### src/rtl/decode_stage.sv
// RV32I/RV64I main decoder with one output pipeline register (1-cycle latency).
// in_ready_o = !out_valid_o | out_ready_i; a held instruction stays stable while execute stalls.
module decode_stage #(
  parameter int XLEN     = 32,
  parameter int ALUOP_W  = 5,
  parameter int ILLCNT_W = 8
) (
  input  logic                clk_i,
  input  logic                rst_i,
  input  logic                flush_i,
  input  logic                in_valid_i,
  output logic                in_ready_o,
  input  logic [31:0]         instr_i,
  input  logic [XLEN-1:0]     pc_i,
  output logic                out_valid_o,
  input  logic                out_ready_i,
  output logic [XLEN-1:0]     pc_o,
  output logic [4:0]          rd_o,
  output logic [4:0]          rs1_o,
  output logic [4:0]          rs2_o,
  output logic [2:0]          funct3_o,
  output logic [XLEN-1:0]     imm_o,
  output logic                regwrite_o,
  output logic                alusrc_o,
  output logic                memwrite_o,
  output logic                memread_o,
  output logic                memtoreg_o,
  output logic                branch_o,
  output logic                jump_o,
  output logic                illegal_o,
  output logic [ALUOP_W-1:0]  aluop_o,
  output logic [ILLCNT_W-1:0] ill_cnt_o
);

  localparam logic [6:0] OP_R     = 7'b0110011;
  localparam logic [6:0] OP_I     = 7'b0010011;
  localparam logic [6:0] OP_LOAD  = 7'b0000011;
  localparam logic [6:0] OP_STORE = 7'b0100011;
  localparam logic [6:0] OP_BR    = 7'b1100011;
  localparam logic [6:0] OP_LUI   = 7'b0110111;
  localparam logic [6:0] OP_AUIPC = 7'b0010111;
  localparam logic [6:0] OP_JAL   = 7'b1101111;
  localparam logic [6:0] OP_JALR  = 7'b1100111;

  localparam logic [ALUOP_W-1:0] ALU_ADD = ALUOP_W'(5'b01100);

  // Control vector order: regwrite, alusrc, memwrite, memread, memtoreg, branch, jump
  logic [6:0]          w_ctrl;
  logic [ALUOP_W-1:0]  w_aluop;
  logic                w_ill;
  logic [31:0]         w_imm32;
  logic [XLEN-1:0]     w_imm;
  logic                w_load;

  logic                r_valid;
  logic [XLEN-1:0]     r_pc;
  logic [4:0]          r_rd;
  logic [4:0]          r_rs1;
  logic [4:0]          r_rs2;
  logic [2:0]          r_funct3;
  logic [XLEN-1:0]     r_imm;
  logic [6:0]          r_ctrl;
  logic                r_ill;
  logic [ALUOP_W-1:0]  r_aluop;
  logic [ILLCNT_W-1:0] r_ill_cnt;

  always_comb begin
    w_ctrl  = '0;
    w_aluop = '0;
    w_ill   = 1'b0;
    w_imm32 = '0;
    case (instr_i[6:0])
      OP_R: begin
        w_ctrl  = 7'b1000000;
        w_aluop = ALU_ADD;
      end
      OP_I: begin
        w_ctrl  = 7'b1100000;
        w_aluop = ALU_ADD;
        w_imm32 = {{20{instr_i[31]}}, instr_i[31:20]};
      end
      OP_LOAD: begin
        w_ctrl  = 7'b1101100;
        w_aluop = ALU_ADD;
        w_imm32 = {{20{instr_i[31]}}, instr_i[31:20]};
      end
      OP_STORE: begin
        w_ctrl  = 7'b0110000;
        w_aluop = ALU_ADD;
        w_imm32 = {{20{instr_i[31]}}, instr_i[31:25], instr_i[11:7]};
      end
      OP_BR: begin
        w_ctrl  = 7'b0000010;
        w_aluop = ALU_ADD;
        w_imm32 = {{20{instr_i[31]}}, instr_i[7], instr_i[30:25], instr_i[11:8], 1'b0};
      end
      OP_LUI: begin
        w_ctrl  = 7'b1100000;
        w_imm32 = {instr_i[31:12], 12'b0};
      end
      OP_AUIPC: begin
        w_ctrl  = 7'b1100000;
        w_aluop = ALU_ADD;
        w_imm32 = {instr_i[31:12], 12'b0};
      end
      OP_JAL: begin
        w_ctrl  = 7'b1000001;
        w_aluop = ALU_ADD;
        w_imm32 = {{12{instr_i[31]}}, instr_i[19:12], instr_i[20], instr_i[30:21], 1'b0};
      end
      OP_JALR: begin
        w_ctrl  = 7'b1100001;
        w_aluop = ALU_ADD;
        w_imm32 = {{20{instr_i[31]}}, instr_i[31:20]};
      end
      default: w_ill = 1'b1;
    endcase
  end

  // Signed cast widens the 32-bit immediate to XLEN without a zero-width replicate.
  assign w_imm      = XLEN'($signed(w_imm32));
  assign in_ready_o = ~r_valid | out_ready_i;
  assign w_load     = in_valid_i & in_ready_o & ~flush_i;

  always_ff @(posedge clk_i) begin
    if (rst_i) begin
      r_valid   <= 1'b0;
      r_pc      <= '0;
      r_rd      <= '0;
      r_rs1     <= '0;
      r_rs2     <= '0;
      r_funct3  <= '0;
      r_imm     <= '0;
      r_ctrl    <= '0;
      r_ill     <= 1'b0;
      r_aluop   <= '0;
      r_ill_cnt <= '0;
    end else begin
      if (flush_i) begin
        r_valid <= 1'b0;
      end else if (w_load) begin
        r_valid  <= 1'b1;
        r_pc     <= pc_i;
        r_rd     <= instr_i[11:7];
        r_rs1    <= instr_i[19:15];
        r_rs2    <= instr_i[24:20];
        r_funct3 <= instr_i[14:12];
        r_imm    <= w_imm;
        r_ctrl   <= w_ctrl;
        r_ill    <= w_ill;
        r_aluop  <= w_aluop;
      end else if (out_ready_i) begin
        r_valid <= 1'b0;
      end
      if (w_load && w_ill && !(&r_ill_cnt)) begin
        r_ill_cnt <= r_ill_cnt + 1'b1;
      end
    end
  end

  assign out_valid_o = r_valid;
  assign pc_o        = r_pc;
  assign rd_o        = r_rd;
  assign rs1_o       = r_rs1;
  assign rs2_o       = r_rs2;
  assign funct3_o    = r_funct3;
  assign imm_o       = r_imm;
  assign regwrite_o  = r_ctrl[6];
  assign alusrc_o    = r_ctrl[5];
  assign memwrite_o  = r_ctrl[4];
  assign memread_o   = r_ctrl[3];
  assign memtoreg_o  = r_ctrl[2];
  assign branch_o    = r_ctrl[1];
  assign jump_o      = r_ctrl[0];
  assign illegal_o   = r_ill;
  assign aluop_o     = r_aluop;
  assign ill_cnt_o   = r_ill_cnt;

endmodule

### config.mk
export PLATFORM = sky130hd
export DESIGN_NAME = decode_stage
export DESIGN_NICKNAME = d
export VERILOG_FILES = /design/src/rtl/decode_stage.sv
export SDC_FILE = /design/constraint.sdc
export NUM_CORES = 1
export LEC_CHECK = 0
export ABC_AREA = 1
export BUFFER_PORTS_ARGS = -buffer_cell sky130_fd_sc_hd__buf_2
export CAP_MARGIN = 20
export CELL_PAD_IN_SITES_DETAIL_PLACEMENT = 0
export CELL_PAD_IN_SITES_GLOBAL_PLACEMENT = 1
export CORE_MARGIN = 5
export CORE_UTILIZATION = 30
export DETAILED_ROUTE_END_ITERATION = 8
export PLACE_DENSITY_LB_ADDON = 0.1
export SYNTH_ARGS = -nofsm -noshare
export SYNTH_HDL_FRONTEND = slang
export SYNTH_SLANG_ARGS = --single-unit
### constraint.sdc
create_clock -name clk_i -period 1.4 [get_ports clk_i]
set_clock_uncertainty 0.15 [all_clocks]
set_input_delay 0.21 -clock clk_i [delete_from_list [all_inputs] [get_ports clk_i]]
set_output_delay 0.21 -clock clk_i [all_outputs]
set_load 0.03 [all_outputs]
# After elaboration in Yosys (flattened, before gate mapping)
# Cells that the tools add are included.
# totals
wordCells	44
inputBits	69
out_inout_bits	105
regBits	104
# classes
eq_ne	9
n_reduce_logical	12
muxes	6
add_sub_neg	1
bitwise_logic	5
# op_table
operator	count
32-bit one-hot mux with 5 select lines	1
7-bit one-hot mux with 7 select lines	1
7-bit by 6-bit == test with 1-bit output (second input constant)	3
7-bit == test (second input constant)	3
7-bit by 5-bit == test with 1-bit output (second input constant)	2
9-bit OR reduction	1
8-bit by 1-bit adder with 8-bit output (second input constant)	1
8-bit AND reduction	1
8-bit OR reduction	1
7-bit by 2-bit == test with 1-bit output (second input constant)	1
3-bit OR reduction	2
4-bit 2-to-1 mux	1
2-bit OR reduction	2
1-bit 2-to-1 mux	3
1-bit AND	2
1-bit logical AND	2
1-bit NOT	2
2-bit AND reduction	1
2-bit nonzero test	1
1-bit logical NOT	1
1-bit OR	1

# Longest topological paths before layout
# Gate-level depths: netlist of the first run.
# depth
ltp_word	6
depth_mapped	11

# Least setup slack after synthesis of the first run
# Ideal clock, no wire load.
# synth_path
path_type	reg2reg
from	register r_ill_cnt[1], in the netlist ill_cnt_o[1]
to	register r_ill_cnt[0], in the netlist ill_cnt_o[0]
required_time_ns	1.137
path_slack_ns	-0.457
stages_incl_launch_ff	9
path_buffers	0
synth_period_minus_slack_ns	1.857
arrival_time_ns	1.594
path_cell_list	dfxtp_1 -> ha_1 -> nand2_2 -> nor3b_2 -> nand3_2 -> nand3_4 -> nand2_1 -> nand2_1 -> nor2_1
# synth_via
elab_chain_len	3
# synth_rtl
element	line	rtl
start: declaration	65	logic [ILLCNT_W-1:0] r_ill_cnt;
start signal: assignment	156	r_ill_cnt <= r_ill_cnt + 1'b1;
8-bit AND reduction	155	if (w_load && w_ill && !(&r_ill_cnt)) begin
1-bit logical NOT	155	
1-bit logical AND	155	
# Every way passes these cells.
# A chain may end at the register's enable or synchronous reset.

# Final worst setup path of the first run
# layout_path
from	register r_ill_cnt[0], in the netlist ill_cnt_o[0]
to	register r_ill_cnt[1], in the netlist ill_cnt_o[1]
# layout_via
elab_chain_len	3
# layout_rtl
element
branches (longest 3 deep; another with 8-bit by 1-bit adder with 8-bit output)
# Parallel ways; which one is timed is not known.

==> out/metrics.yaml, run 1 <==
route:
  ant_nets: 0
  dr.pass1.iters: 4
  drc: 0
  wl_per_cell_um: 15.29
  drt-initial-drc-count: 165
  route.vias.total: 4608
  wl_mm: 15.37
  viasPerCell: 4.585
logic_synthesis:
  ys_types: 32
  synth_flop_cell: "dfxtp_1"
  synthTopCellsByArea: "dfxtp_1, nand2_1, nor2_1"
  synth_edf_count: 0
  netlist.area_leader.share_pct: 47.35
  synth.avg_cell_area_um2: 7.330
  synth_common_cells: "nand2_1, nor2_1, dfxtp_1"
  syn_area_mm2: 0.004185
  synth-seq-cells: 99
  yosysTopAreaCell: "dfxtp_1"
  ys_seq_area_share_pct: 47.35
  syn_inst: 571
  yosys_warnings: 0
  ys_async_sr_fraction_pct: 0
  synth.most_common_cell: "nand2_1"
sta:
  final-max-slew-violation-count: 0
  hold_viol_final: 0
  fin_crit_ns: 1.543
  fmax_mhz: 648.2
  final-setup-viol-count: 69
  setup_ws_ns: -0.1427
  final.period_utilization_pct: 110.2
  rsz0062_at_grt: "yes"
placed_design:
  placed_cell_area_mm2: 0.005441
  hpwl_mm: 9.640
  place.gp.congestion: 0.8219
  io_buffers: 170
  placed_cells: 921
layout:
  final_cells: 1005
  drive_above_1_share_pct: 35.27
  area_delta_synth_final_pct: 59.07
  post-route-util_pct: 48.34
  n_antenna_cell: 0
  final_nets: 890
  design_area_mm2: 0.006658
  multi_input_area_mm2: 0.002044
  seqCellArea_mm2: 0.002001
  fill_cells: 1408
outcome:
  violations: "negative setup slack"
  status: "finished with violations"
power_and_ir_drop:
  swShare_pct: 28.23
  p_leak_nw: 3.270
  report.power.total_mw: 6.755
  power.share.combinational_pct: 17.5
  p_per_area_mw_per_mm2: 1015
  pwr-share-seq_pct: 44.3
  p_int_mw: 4.848
  ir_drop_mv: 0.6119
  power_switching_mw: 1.907
  p_clk_share_pct: 38.2
die:
  die_x_um: 128.1
  top_level_ports: 174
  dieHeight_um: 128.1
  start_util_pct: 30.39
  coreArea_mm2: 0.01377
  dieArea_mm2: 0.01641
  rows: 43
clock_network:
  path_clk_slew_ns: 0.07
  clk_path_buf_depth: 2
  cts_tree: "yes"
  numCtsBuffers: 9
  cts_sinks: 99
  cts_root_buf: "clkbuf_16"
  htreeDepth: 3
  clock_latency_ns: 0.34
grt:
  grt_pass1_wl_mm: 23.07
  grt_pass1_vias: 4608
  track_usage_pct: 17.57
  antenna_found_initial: 0
  grt.overflow.total: 0
  grt_max_degree: 60
setup_path:
  cp_data_required_time_ns: 1.48
  cp.arrival_ns: 1.62
  worstPathMaxFanout: 4
  endpoint_kind: "register"
  start_kind: "register"
  critical_path_class: "register to register"
job:
  cap_violations: 0
hold_path:
  hp-class: "input port to register"
## cell families (layout without fill, tap and decap cells)
family                     Yosys count  after routing  synth area share (%)
and+or+nand+nor                    295            297                 31.15
AOI/OAI and AO/OA                  108            108                 13.33
DFF                                 99             99                 47.35
buffers and inverters               62            312                 6.727
xor gates and xnor gates             5              5                 1.046
adders and majority gates            1              1                0.2989
other                                1              3               0.08960
## power groups by stage
stage / clock network (mW) / registers, mW / logic, mW
after detailed placement: 0 / 3.04 / 0.933
after global placement: 0 / 3.04 / 0.928
final: 2.58 / 2.99 / 1.18
after CTS: 2.67 / 2.99 / 1.09
after global routing: 2.77 / 3.00 / 1.28
after floorplan: 0 / 3.28 / 0.343
## final timing paths
| path | from | endpoint | slack (ns) | cells past startpoint |
|---|---|---|---|---|
| worst max-delay path | ill_cnt_o[0]$_SDFFE_PP0P_ | ill_cnt_o[1]$_SDFFE_PP0P_ | -0.14 | 7 |
| worst min-delay path | instr_i[11] | rd_o[4]$_SDFFE_PP0P_ | 0.02 | 3 |
| worst max register to register | ill_cnt_o[0]$_SDFFE_PP0P_ | ill_cnt_o[1]$_SDFFE_PP0P_ | -0.14 | 7 |
| worst min register to register | r_ctrl[4]$_SDFFE_PP0P_ | r_ctrl[4]$_SDFFE_PP0P_ | 0.31 | 2 |
## registers in the layout (all words and copies together) (netlist names), 3 cells and up
signal / flops
ill_cnt_o: 8
imm_o: 32
pc_o: 32
rd_o: 5
funct3_o: 3
rs1_o: 5
r_ctrl: 6
rs2_o: 5
## timing repair
action,4_1_cts,5_1_grt
cloned,2,9
setup endpoints to repair,100,101
pin swaps,5,5
buffers inserted,5,1
hold endpoints to repair,51,0
resized for setup,59,37
hold buffers,51,0
## layout make-up
cell class / instances / area share, %
clock buffers: 11 / 3.646
repair inverters: 1 / 0.1128
repair buffers: 271 / 29.67
well taps: 180 / 3.383
clock inverters: 5 / 0.9021
inverters: 24 / 1.522
flip-flops and latches: 99 / 30.05
multi-input cells: 414 / 30.71
## worst max-delay path, cell delays in order, from the launching register on
cell     delay, ns
dfxtp_4       0.36
ha_4          0.14
nand2_4       0.06
nor3b_4       0.20
nand3_2       0.16
buf_4         0.19
nand4_1       0.09
a21oi_1       0.07
## layer usage
metal | vias up | track usage, % | part of all wire, %
li1 | 2346 | - | -
met1 | 2134 | 21.24 | 43
met2 | 115 | 30.28 | 49
met3 | 13 | 4.708 | 6.6
met4 | 0 | 5.680 | 1.5
met5 | - | 0 | 0
## placed cells by master (no fill, tap or decap), types with 3 or more instances in the layout
master,count
a21oi_1,47
buf_12,7
buf_2,164
buf_4,35
buf_6,3
clkbuf_16,13
clkbuf_4,3
clkinvlp_4,3
conb_1,3
dfxtp_1,90
dfxtp_2,6
dfxtp_4,3
dlygate4sd3_1,51
inv_1,18
inv_2,4
nand2_1,129
nand2_2,10
nand2_4,3
nand3_1,12
nand3_2,5
nand4_1,19
nor2_1,107
nor2_4,5
o21ai_0,6
o21ai_1,41
o21ai_2,8
xor2_1,5
## through the flow
| step | setup slack [ns] | hold WS [ns] | TNS [ns] |
|---|---|---|---|
| 2_1_floorplan | -0.1617 | 0.1287 | -3.432 |
| 3_3_place_gp | -0.3155 | 0.2794 | -14.26 |
| 3_5_place_dp | -0.3515 | 0.2824 | -16.21 |
| 4_1_cts | -0.1482 | 0.01208 | -8.393 |
| 5_1_grt | -0.2323 | 0.02998 | -11.13 |
| 6_report | -0.1427 | 0.02199 | -3.718 |
(Power assumes the default switching activity.)
==> inputs of run 2 (changes only) <==
--- a/config.mk
+++ b/config.mk
@@ -13,6 +13,7 @@
 export CORE_MARGIN = 5
 export CORE_UTILIZATION = 30
 export DETAILED_ROUTE_END_ITERATION = 8
+export HOLD_SLACK_MARGIN = 0.08
 export PLACE_DENSITY_LB_ADDON = 0.1
 export SYNTH_ARGS = -nofsm -noshare
 export SYNTH_HDL_FRONTEND = slang
==> constraint.sdc (replaced) <==
create_clock -name clk_i -period 1.4 [get_ports clk_i]
set_clock_uncertainty 0.15 [all_clocks]
set_input_delay 0.21 -clock clk_i [delete_from_list [all_inputs] [get_ports clk_i]]
set_output_delay 0.21 -clock clk_i [all_outputs]
set_load 0.01 [all_outputs]
==> run 2 against run 1 <==
The run still ends with negative setup slack left. Sequential share of layout area decreased by 4.8 points. Sequential power about the same. Core utilization increased by 9.0 points. First-iteration DRC count decreased by 4.2%. Flip-flop and latch count unchanged. Hold slack improved by 0.16 ns. Global-route usage increased by 2.3 points. Power increased by 3.1%. Clock power about the same. Critical path type unchanged. Largest cell class unchanged. Highest routed layer unchanged.
==> out/metrics.yaml, run 2 (synthesized netlist as in run 1, its figures left out) <==
outcome:
  status: "finished with violations"
  violations: "negative setup slack"
hold_path:
  worstHoldPathCells: 3
  holdPathEnd: "r_ctrl[3]$_SDFFE_PP0P_"
  hp-class: "input port to register"
  worstHoldStart: "rst_i"
clock_network:
  path_clk_slew_ns: 0.07
  htreeDepth: 3
  clk_path_buf_depth: 2
  cts_sinks: 99
  cts_tree: "yes"
  clock_latency_ns: 0.35
  cts_root_buf: "clkbuf_16"
  numCtsBuffers: 9
power_and_ir_drop:
  ir_drop_mv: 0.5241
  swShare_pct: 26.77
  p_leak_nw: 3.653
  power.share.combinational_pct: 19.8
  p_int_mw: 5.102
  p_per_area_mw_per_mm2: 882.1
  power_switching_mw: 1.865
  p_clk_share_pct: 37.1
  pwr-share-seq_pct: 43.1
sta:
  hold_ws_ns: 0.1803
  rsz0062_at_grt: "yes"
  final.period_utilization_pct: 113.7
  setup_ws_ns: -0.1921
  fmax_mhz: 628.1
  hold_viol_final: 0
  final-setup-viol-count: 99
  final-max-slew-violation-count: 0
  fin_crit_ns: 1.592
layout:
  drive_above_1_share_pct: 50.70
  most-common-layout-cells: "buf_2, dfxtp_1, nand2_1"
  final_cells: 1034
  area_delta_synth_final_pct: 88.73
  fill_cells: 1254
  seqCellArea_mm2: 0.001992
  final_nets: 919
  design_area_mm2: 0.007899
  multi_input_area_mm2: 0.002719
  n_antenna_cell: 0
  post-route-util_pct: 57.35
  layout_commonest_cell: "buf_2"
setup_path:
  rrSetupSlack_ns: -0.19
  worstRegToRegCells: 10
  path_cells: "inv_2 -> nor2_4 -> nor3_4 -> buf_12 -> buf_12 -> inv_16 -> buf_12 -> clkbuf_16 -> nor2_4 -> nor2_1"
  start_kind: "register"
  worstPathBufferInverterCount: 6
  cp_data_required_time_ns: 1.49
  timing.rr.end: "rd_o[2]$_SDFFE_PP0P_"
  cp.arrival_ns: 1.68
  critPathMaxStageDelay_ns: 0.32
  critical_path_class: "register to register"
  timing.rr.start: "out_valid_o$_SDFFE_PP0P_"
  slowest_stage: "dfxtp_2"
  worstPathMaxFanout: 6
  critPathTopFamily: "buffers and inverters"
  endpoint_kind: "register"
  critPathMostFrequentCell: "buf_12"
route:
  wl_per_cell_um: 16.11
  ant_nets: 0
  drc: 0
  wl_mm: 16.66
  drt-initial-drc-count: 158
  dr.pass1.iters: 4
  route.vias.total: 4834
  viasPerCell: 4.675
grt:
  met2_usage_pct: 34.35
  grt_pass1_vias: 4936
  busiest_layer: "met2"
  track_usage_pct: 19.84
  grt_pass1_wl_mm: 25.70
  use_met3_pct: 5.375
  grt_max_degree: 47
  antenna_found_initial: 0
  grt.overflow.total: 0
  grtUsageMet1_pct: 24.37
placed_design:
  placed_cell_area_mm2: 0.005477
  place.gp.congestion: 0.8252
  placed_cells: 925
  io_buffers: 170
  pre_cts_ws_ns: -0.2600
  hpwl_mm: 9.849
die:
  rows: 43
  dieArea_mm2: 0.01641
  die_x_um: 128.1
  start_util_pct: 30.39
  coreArea_mm2: 0.01377
  dieHeight_um: 128.1
  top_level_ports: 174
job:
  cap_violations: 0
[run 2: stage by stage]
step                      power [mW]  setup TNS [ns]
final                          6.967          -13.42
after global routing           7.283          -17.77
after CTS                      6.858          -9.021
after detailed placement       3.802          -18.94
after global placement         3.795          -18.29
after floorplan                3.428         -0.8491
[run 2: layout make-up]
| type | instances | share of cell area (%) |
|---|---|---|
| repair inverters | 2 | 0.4118 |
| repair buffers | 299 | 31.87 |
| multi-input cells | 414 | 34.42 |
| flip-flops and latches | 99 | 25.22 |
| clock inverters | 3 | 0.5544 |
| well taps | 180 | 2.851 |
| clock buffers | 13 | 3.295 |
| inverters | 24 | 1.378 |
[run 2: power groups by stage]
stage / registers, mW / logic, mW / clock network [mW]
final: 3.00 / 1.38 / 2.59
after global placement: 3.05 / 0.750 / 0
after detailed placement: 3.05 / 0.754 / 0
after global routing: 3.02 / 1.48 / 2.79
after floorplan: 3.10 / 0.323 / 0
after CTS: 2.99 / 1.21 / 2.65
[run 2: per-layer routing]
metal,part of all wire (%),up-vias
li1,-,2427
met1,43,2258
met2,49,134
met3,6.2,15
met4,1.4,0
met5,0,-
[run 2: worst max path at each step]
stage,end,startpoint,cells after the start
detailed placement,rs2_o[0]$_SDFFE_PP0P_,out_valid_o$_SDFFE_PP0P_,7
finish,rd_o[2]$_SDFFE_PP0P_,out_valid_o$_SDFFE_PP0P_,10
global route,ill_cnt_o[6]$_SDFFE_PP0P_,ill_cnt_o[1]$_SDFFE_PP0P_,7
floorplan,ill_cnt_o[0]$_SDFFE_PP0P_,ill_cnt_o[0]$_SDFFE_PP0P_,8
global placement,imm_o[6]$_SDFFE_PP0P_,out_valid_o$_SDFFE_PP0P_,7
CTS,ill_cnt_o[6]$_SDFFE_PP0P_,ill_cnt_o[1]$_SDFFE_PP0P_,7
[run 2: timing repair]
item / 4_1_cts / 5_1_grt
endpoints found under the hold margin: 63 / 0
hold buffers: 59 / 0
pin swaps: 42 / 32
gates cloned: 15 / 7
setup buffers: 11 / 10
setup endpoints to repair: 98 / 101
resized for setup: 182 / 126
[run 2: worst register-to-register path, stage by stage (launching register included)]
cell and delay [ns]:
dfxtp_2 0.32, inv_2 0.06, nor2_4 0.04, nor3_4 0.14, buf_12 0.16, buf_12 0.15
inv_16 0.05, buf_12 0.13, clkbuf_16 0.17, nor2_4 0.07, nor2_1 0.04
